`src/rtl/gen_tx_msg_if.sv`:
```
// gen_tx_msg_if
// Bundles the message request, data-source handshake and encoder-facing
// signals of the 1553 transmit message sequencer.
//
// master : the side that requests messages and supplies data words
//          (drives st, abort, cw, dw_cnt, nodw, dw_in)
// slave  : the sequencer itself
//          (drives dw_rd, txen, DAT, sync_cw, word_st, word_idx, busy, done)
interface gen_tx_msg_if;
    logic        st;
    logic        abort;
    logic [15:0] cw;
    logic [4:0]  dw_cnt;
    logic        nodw;
    logic [15:0] dw_in;
    logic        dw_rd;
    logic        txen;
    logic [15:0] DAT;
    logic        sync_cw;
    logic        word_st;
    logic [5:0]  word_idx;
    logic        busy;
    logic        done;

    modport master (
        output st, abort, cw, dw_cnt, nodw, dw_in,
        input  dw_rd, txen, DAT, sync_cw, word_st, word_idx, busy, done
    );

    modport slave (
        input  st, abort, cw, dw_cnt, nodw, dw_in,
        output dw_rd, txen, DAT, sync_cw, word_st, word_idx, busy, done
    );
endinterface

```
`src/rtl/gen_tx_msg.sv`:
```
// gen_tx_msg
// MIL-STD-1553 transmit message sequencer. A start pulse launches one
// command/status word slot followed by 0..32 data-word slots, each
// WORD_CLKS cycles long and back to back. Data words are pulled one at a
// time from a show-ahead source using a one-cycle read strobe.
//
// Parameters:
//   WORD_CLKS : clocks per word slot (must be >= 2)
//   CNT_W     : slot counter width, 2**CNT_W >= WORD_CLKS
// Ports:
//   clk : system clock, rising edge
//   rst : synchronous active-high reset
//   bus : gen_tx_msg_if.slave (request inputs, data source, encoder outputs)
module gen_tx_msg #(
    parameter int WORD_CLKS = 1000,
    parameter int CNT_W     = 10
) (
    input  logic          clk,
    input  logic          rst,
    gen_tx_msg_if.slave   bus
);

    typedef enum logic [1:0] {
        IDLE,
        CW,
        DW
    } state_t;

    localparam logic [CNT_W-1:0] SLOT_LAST = CNT_W'(WORD_CLKS - 1);
    localparam logic [CNT_W-1:0] SLOT_PRE  = CNT_W'(WORD_CLKS - 2);

    state_t           state;
    logic [CNT_W-1:0] cb;
    logic [5:0]       rem;

    logic        dw_rd;
    logic        txen;
    logic [15:0] dat;
    logic        sync_cw;
    logic        word_st;
    logic [5:0]  word_idx;
    logic        busy;
    logic        done;

    assign bus.dw_rd    = dw_rd;
    assign bus.txen     = txen;
    assign bus.DAT      = dat;
    assign bus.sync_cw  = sync_cw;
    assign bus.word_st  = word_st;
    assign bus.word_idx = word_idx;
    assign bus.busy     = busy;
    assign bus.done     = done;

    // Single sequencer process. All outputs are registered, so the read
    // strobe is raised one cycle early (at the second-to-last slot cycle)
    // to be high during the last cycle of the slot, the cycle on whose
    // closing edge dw_in is captured into DAT. In IDLE, st is only taken
    // once busy has dropped, so the done cycle cannot retrigger.
    always_ff @(posedge clk) begin
        if (rst) begin
            state    <= IDLE;
            cb       <= '0;
            rem      <= '0;
            dw_rd    <= 1'b0;
            txen     <= 1'b0;
            dat      <= 16'h0000;
            sync_cw  <= 1'b0;
            word_st  <= 1'b0;
            word_idx <= '0;
            busy     <= 1'b0;
            done     <= 1'b0;
        end else begin
            word_st <= 1'b0;
            dw_rd   <= 1'b0;
            done    <= 1'b0;
            case (state)
                IDLE: begin
                    busy <= 1'b0;
                    if (bus.st && !bus.abort && !busy) begin
                        state    <= CW;
                        cb       <= '0;
                        dat      <= bus.cw;
                        txen     <= 1'b1;
                        busy     <= 1'b1;
                        word_st  <= 1'b1;
                        sync_cw  <= 1'b1;
                        word_idx <= '0;
                        if (bus.nodw)
                            rem <= 6'd0;
                        else if (bus.dw_cnt == 5'd0)
                            rem <= 6'd32;
                        else
                            rem <= {1'b0, bus.dw_cnt};
                    end
                end
                CW, DW: begin
                    if (bus.abort) begin
                        state   <= IDLE;
                        cb      <= '0;
                        txen    <= 1'b0;
                        busy    <= 1'b0;
                        sync_cw <= 1'b0;
                    end else if (cb == SLOT_LAST) begin
                        cb      <= '0;
                        sync_cw <= 1'b0;
                        if (rem != 6'd0) begin
                            state    <= DW;
                            dat      <= bus.dw_in;
                            rem      <= rem - 6'd1;
                            word_idx <= word_idx + 6'd1;
                            word_st  <= 1'b1;
                        end else begin
                            state <= IDLE;
                            txen  <= 1'b0;
                            done  <= 1'b1;
                        end
                    end else begin
                        cb <= cb + 1'b1;
                        if (cb == SLOT_PRE && rem != 6'd0)
                            dw_rd <= 1'b1;
                    end
                end
                default: begin
                    state <= IDLE;
                end
            endcase
        end
    end

endmodule

```
`src/flat_wrapper.sv`:
```
// flat-port wrapper written by rule: the top's interface ports become plain ports
module gen_tx_msg_flat 
#(
    parameter int WORD_CLKS = 1000,
    parameter int CNT_W     = 10
)
  (clk, rst, bus_st, bus_abort, bus_cw, bus_dw_cnt, bus_nodw, bus_dw_in, bus_dw_rd, bus_txen, bus_DAT, bus_sync_cw, bus_word_st, bus_word_idx, bus_busy, bus_done);
  gen_tx_msg_if bus_i ();
  input  logic clk;
  input  logic rst;
  input wire logic [$bits(bus_i.st)-1:0] bus_st;
  input wire logic [$bits(bus_i.abort)-1:0] bus_abort;
  input wire logic [$bits(bus_i.cw)-1:0] bus_cw;
  input wire logic [$bits(bus_i.dw_cnt)-1:0] bus_dw_cnt;
  input wire logic [$bits(bus_i.nodw)-1:0] bus_nodw;
  input wire logic [$bits(bus_i.dw_in)-1:0] bus_dw_in;
  output wire logic [$bits(bus_i.dw_rd)-1:0] bus_dw_rd;
  output wire logic [$bits(bus_i.txen)-1:0] bus_txen;
  output wire logic [$bits(bus_i.DAT)-1:0] bus_DAT;
  output wire logic [$bits(bus_i.sync_cw)-1:0] bus_sync_cw;
  output wire logic [$bits(bus_i.word_st)-1:0] bus_word_st;
  output wire logic [$bits(bus_i.word_idx)-1:0] bus_word_idx;
  output wire logic [$bits(bus_i.busy)-1:0] bus_busy;
  output wire logic [$bits(bus_i.done)-1:0] bus_done;
  assign bus_i.st = bus_st;
  assign bus_i.abort = bus_abort;
  assign bus_i.cw = bus_cw;
  assign bus_i.dw_cnt = bus_dw_cnt;
  assign bus_i.nodw = bus_nodw;
  assign bus_i.dw_in = bus_dw_in;
  assign bus_dw_rd = bus_i.dw_rd;
  assign bus_txen = bus_i.txen;
  assign bus_DAT = bus_i.DAT;
  assign bus_sync_cw = bus_i.sync_cw;
  assign bus_word_st = bus_i.word_st;
  assign bus_word_idx = bus_i.word_idx;
  assign bus_busy = bus_i.busy;
  assign bus_done = bus_i.done;
  gen_tx_msg #(.WORD_CLKS(WORD_CLKS), .CNT_W(CNT_W)) u_core (.clk(clk), .rst(rst), .bus(bus_i));
endmodule
```
`config.mk`:
```
export PLATFORM = sky130hd
export DESIGN_NAME = gen_tx_msg_flat
export DESIGN_NICKNAME = d
export VERILOG_FILES = /design/src/rtl/gen_tx_msg_if.sv /design/src/rtl/gen_tx_msg.sv /design/src/flat_wrapper.sv
export SDC_FILE = /design/constraint.sdc
export NUM_CORES = 1
export LEC_CHECK = 0
export CORE_MARGIN = 2
export CORE_UTILIZATION = 42
export DETAILED_ROUTE_END_ITERATION = 6
export GPL_ROUTABILITY_DRIVEN = 1
export GPL_TIMING_DRIVEN = 0
export PLACE_DENSITY = 0.76
export SLEW_MARGIN = 10
export SYNTH_ARGS = -nofsm -noshare
export SYNTH_HDL_FRONTEND = slang
export SYNTH_SLANG_ARGS = --single-unit
```
`constraint.sdc`:
```
create_clock -name clk -period 1.8 [get_ports clk]
set_input_delay 0.27 -clock clk [delete_from_list [all_inputs] [get_ports clk]]
set_output_delay 0.27 -clock clk [all_outputs]
set_load 0.05 [all_outputs]
```
# Word level (Yosys, flattened, before mapping)
# Index checks and enable logic that the tools add are counted.
[classes]
add_sub_neg = 3
eq_ne = 11
muxes = 43
n_bitwise = 2
n_reduce_logical = 18
[op_table]
columns = ["cell", "count"]
rows = [
  ["16-bit 2-to-1 mux", 4],
  ["6-bit 2-to-1 mux", 10],
  ["16-bit one-hot mux with 2 select lines", 1],
  ["10-bit 2-to-1 mux", 3],
  ["6-bit one-hot mux with 2 select lines", 2],
  ["10-bit == test, second input constant", 2],
  ["10-bit one-hot mux with 2 select lines", 1],
  ["1-bit 2-to-1 mux", 13],
  ["10-bit by 1-bit adder with 10-bit output, second input constant", 1],
  ["2-bit 2-to-1 mux", 4],
  ["1-bit one-hot mux with 2 select lines", 4],
  ["4-bit OR reduction", 2],
  ["6-bit by 1-bit adder with 6-bit output, second input constant", 1],
  ["2-bit by 1-bit != test with 1-bit output, second input constant", 3],
  ["2-bit AND reduction", 3],
  ["6-bit nonzero test", 1],
  ["6-bit by 1-bit subtractor with 6-bit output, second input constant", 1],
  ["5-bit logical NOT", 1],
  ["5-bit AND reduction", 1],
  ["2-bit != test, second input constant", 2],
  ["2-bit one-hot mux with 2 select lines", 1],
  ["4-bit AND reduction", 1],
  ["1-bit logical AND", 3],
  ["3-bit by 2-bit != test with 1-bit output, second input constant", 1],
  ["other kinds (9)", 11],
]
[totals]
ff_bits = 46
input_bits = 42
output_inout_bits = 28
elab_cells = 88

# Depth between registers and ports, before layout
[depth]
word_depth = 5
ltp_mapped = 8
depth_no_buf = 7

# Worst setup path before layout
# OpenSTA, ideal clock, no wires.
[synth_timing]
kind = "register to register"
from = "reg u_core.busy (netlist: u_core.bus.busy)"
to = "reg u_core.rem[2]"
setup_time_ps = 117
arrival_ps = 1934
required_ps = 1683
path_slack_ps = -252
path_stages_with_launch = 7
n_path_buf = 1
synth_period_minus_slack_ps = 2052
path_cell_list = "dfxtp_1 or3b_1 a21o_1 o31ai_4 buf_6 o21ai_1 a32o_1"
[synth_between]
elab_chain_len = 4
[synth_lines]
columns = ["item", "line_no", "source"]
rows = [
  ["start: declaration", "gen_tx_msg.sv:42", "logic busy;"],
  ["start signal: assignment", "gen_tx_msg.sv:70", "busy <= 1'b0;"],
  ["start signal: assignment", "gen_tx_msg.sv:78", "busy <= 1'b0;"],
  ["start signal: assignment", "gen_tx_msg.sv:84", "busy <= 1'b1;"],
  ["1-bit logical NOT", "gen_tx_msg.sv:79", "if (bus.st && !bus.abort && !busy) begin"],
  ["1-bit logical AND", "gen_tx_msg.sv:79", ""],
  ["2-bit by 1-bit != test with 1-bit output (no line)", "-", ""],
  ["5-bit AND reduction (no line)", "-", ""],
  ["end signal: assignment", "gen_tx_msg.sv:93", "rem <= {1'b0, bus.dw_cnt};"],
  ["end signal: assignment", "gen_tx_msg.sv:109", "rem <= rem - 6'd1;"],
  ["end: declaration", "gen_tx_msg.sv:34", "logic [5:0] rem;"],
]
# No other way between the ends.
# A chain may end at the register's enable or synchronous reset.

# Final worst setup path
[layout_timing]
from = "reg u_core.busy (netlist: u_core.bus.busy)"
to = "reg u_core.word_idx[2] (netlist: u_core.bus.word_idx[2])"
[layout_between]
elab_chain_len = 4
[layout_lines]
columns = ["item", "line_no", "source"]
rows = [
  ["1-bit logical NOT", "gen_tx_msg.sv:79", ""],
  ["1-bit logical AND", "gen_tx_msg.sv:79", ""],
  ["2-bit by 1-bit != test with 1-bit output (no line)", "-", ""],
  ["5-bit AND reduction (no line)", "-", ""],
  ["end signal: assignment", "gen_tx_msg.sv:110", "word_idx <= word_idx + 6'd1;"],
  ["end: declaration", "gen_tx_msg.sv:41", "logic [5:0] word_idx;"],
]
# No other way between the ends.

==> results.sh <==
export IMPL_dp_final_hpwl_mm=4.42
export IMPL_postCtsHoldBufs=0
export IMPL_setup_tns_ns=-3.24
export IMPL_hold_viol_final=0
export IMPL_finalPower_mw=2.78
export IMPL_syn2layout_area_growth_pct=56.0
export IMPL_worst_path_buf_inv=2
export IMPL_ys_flop_type="dfxtp_1"
export IMPL_min_period_ns=1.96
export IMPL_clk_latency_ns=0.31
export IMPL_cts_buffer_depth=2
export IMPL_place_ws_ns=-0.659
export IMPL_max_cap_violations=0
export IMPL_grt_setup_unrepaired="yes"
export IMPL_first_pass_iters=4
export IMPL_critPathMaxStageDelay_ns=0.39
export IMPL_antenna_found_initial=0
export IMPL_io_pin_count=70
export IMPL_grt_pass1_wl_mm=9.94
export IMPL_synthCells=254
export IMPL_max_freq_mhz=511
export IMPL_min_path_type="in2reg"
export IMPL_ir_drop_mv=0.403
export IMPL_path_common_cell="buf_4"
export IMPL_ys_warn_count=0
export IMPL_h_tree_depth=2
export IMPL_postSynth_asyncResetShare=0
export IMPL_cts_sinks=46
export IMPL_cts_buffers=5
export IMPL_gr_total_overflow=0
export IMPL_crit_type="reg2reg"
export IMPL_ys_types=49
export IMPL_final_setup_viol_count=28
export IMPL_layout_drive_gt1_share=0.232
export IMPL_num_nets_final=392
export IMPL_rows=26
export IMPL_final_area_um2=3530
export IMPL_yosysSeqAreaShare=0.407
export IMPL_drtAntennaViolNets=0
export IMPL_placed_cell_area_um2=3120
export IMPL_synth_edf_count=0
export IMPL_syn_avg_cell_area_um2=8.90
export IMPL_start_util=0.440
export IMPL_tightest_slew_ns=0.661
export IMPL_hold_slack_ns=0.415
export IMPL_core_area_um2=5140
export IMPL_grt_usage=0.206
export IMPL_portBuffers=68
export IMPL_wl_per_cell_um=15.4
export IMPL_grt_pass1_vias=2073
export IMPL_die_height_um=77.4
export IMPL_drc=0
export IMPL_crit_fanout=4
export IMPL_syn_area_um2=2260
export IMPL_syn_nets=302
export IMPL_vias=2232
export IMPL_setup_slack_ns=-0.155
export IMPL_critPathTopFamily="simple AND/OR/NAND/NOR gates"
export IMPL_violations="setup timing"
export IMPL_gp_congestion=0.851
export IMPL_drt_initial_drc_count=154
export IMPL_grt_max_degree=14
export IMPL_finalCritPeriodShare=1.09
export IMPL_antenna_cells=0
export IMPL_p_per_area_nw_per_um2=788
export IMPL_worstPathRequired_ns=2.02
export IMPL_status="finished, violations left"
export IMPL_leakagePower_nw=1.31
export IMPL_cts_root_buf="clkbuf_8"
export IMPL_routed_via_density=5.38
export IMPL_dieArea_um2=5990
export IMPL_cts_tree="done"
export IMPL_slew_headroom=0.559
export IMPL_clock_skew_ns=0.00966
export IMPL_die_w_um=77.4
export IMPL_clkTransAtPathRegs_ns=0.09
export IMPL_cp_arrival_ns=2.17
export IMPL_final_max_slew_viol_count=0
export IMPL_ys_ff_latch=46
export IMPL_worst_setup_path_end_kind="flop"
export IMPL_critPathLaunchType="flop"
export IMPL_path_cells="or3b_4 > a21o_4 > buf_4 > nor3_4 > buf_4 > a21oi_1 > a311oi_1"
export IMPL_wl_mm=6.40
export IMPL_cpMaxStageDelayCell="or3b_4"
final cells by class:
cell class / count / area (µm²)
fillers: 410 / 1610
multi-input cells: 184 / 1450
flip-flops and latches: 46 / 928
repair buffers: 85 / 820
plain buffers: 13 / 103
well taps: 70 / 87.6
clock buffers: 7 / 76.3
inverters: 9 / 33.8
clock inverters: 1 / 30.0
worst register-to-register path, cell delays in order, from the launching register on:
cell,delay [ns]
dfxtp_4,0.35
or3b_4,0.39
a21o_4,0.25
buf_4,0.14
nor3_4,0.27
buf_4,0.17
a21oi_1,0.06
a311oi_1,0.24
flip-flops by register name (all words and copies together), names as in the netlist, 2 cells and up:
| register | flops |
|---|---|
| u_core.state | 2 |
| u_core.rem | 6 |
| u_core.bus.word_idx | 6 |
| u_core.cb | 10 |
| u_core.bus.DAT | 16 |
synthesized netlist by cell type, types with 2 or more instances:
library cell  count  area, µm²
or3_1             2       12.5
a211o_1           2       17.5
a311oi_1          4       35.0
xor2_1            4       35.0
nand3_1           7       35.0
xnor2_1           6       52.6
o21ai_1           3       15.0
a21o_1            2       15.0
clkbuf_1          8       30.0
o211a_1           2       20.0
nor3_1            5       25.0
a21oi_1          12       60.1
buf_2             3       15.0
and3_1            3       18.8
nor2b_1           2       12.5
nand2_1          12       45.0
o21ai_0           5       25.0
nor2_1           39        146
mux2i_1          16        160
buf_4             2       15.0
nand2b_1         10       62.6
a22oi_1           2       15.0
inv_1             9       33.8
a41oi_1           2       17.5
dfxtp_1          46        921
a211oi_1         18        135
ha_1              6       75.1
stage by stage:
stage	util	instances
3_5_place_dp	0.608	392
3_3_place_gp	0.608	392
5_1_grt	0.686	415
6_report	0.686	415
4_1_cts	0.661	412
2_1_floorplan	-	254
power by group:
| part | leakage (nW) | switching (mW) | internal [mW] |
|---|---|---|---|
| Combinational | 0.879 | 0.485 | 0.393 |
| Clock | 0.0524 | 0.356 | 0.416 |
| Sequential | 0.378 | 0.0462 | 1.08 |
final timing paths:
path,to,depth (start not counted),slack (ns),startpoint
max reg2reg,u_core.bus.word_idx[2],7,-0.16,u_core.bus.busy
min,u_core.rem[2],3,0.42,rst
max,u_core.bus.word_idx[2],7,-0.16,u_core.bus.busy
min reg2reg,u_core.bus.sync_cw,2,0.47,u_core.bus.sync_cw
kinds of logic after synthesis:
logic type,after synthesis,share of synthesized area
AO/OA/AOI/OAI,62,0.205
XOR/XNOR,10,0.0387
adder cells (fa/ha/maj),6,0.0332
buffers and inverters,24,0.0481
flip-flops,46,0.407
multiplexers,16,0.0708
AND/OR/NAND/NOR,90,0.196
routing by layer:
metal  global-route usage  routed length, µm  up-vias
met2                0.337               3060       76
met1                0.271               2860     1059
met4               0.0786                 99        0
met3               0.0360                379       10
li1                     -                  -     1087
met5                    0                  0        -
placed cells by master (no fill, tap or decap), types with 4 or more instances in the layout:
master and n:
clkdlybuf4s50_1 60, dfxtp_1 42, nor2_1 35, buf_4 18, mux2i_1 16, a211oi_2 14, nand2_1 12, nand2b_1 10
a21oi_1 9, inv_1 7, nand3_1 7, dlygate4sd2_1 7, clkbuf_1 6, xnor2_1 6, clkbuf_8 5, nor2_2 4
o21ai_0 4, nor3_1 4, xor2_1 4, a211oi_1 4
what timing repair did:
action | CTS | global route
endpoints found under the hold margin | 0 | 0
cloned | 1 | 1
gates resized for setup | 29 | 22
endpoints found under the setup margin | 46 | 43
pin swaps | 8 | 3
setup buffers | 12 | 3
No activity file was read; power rests on OpenSTA's default activity.
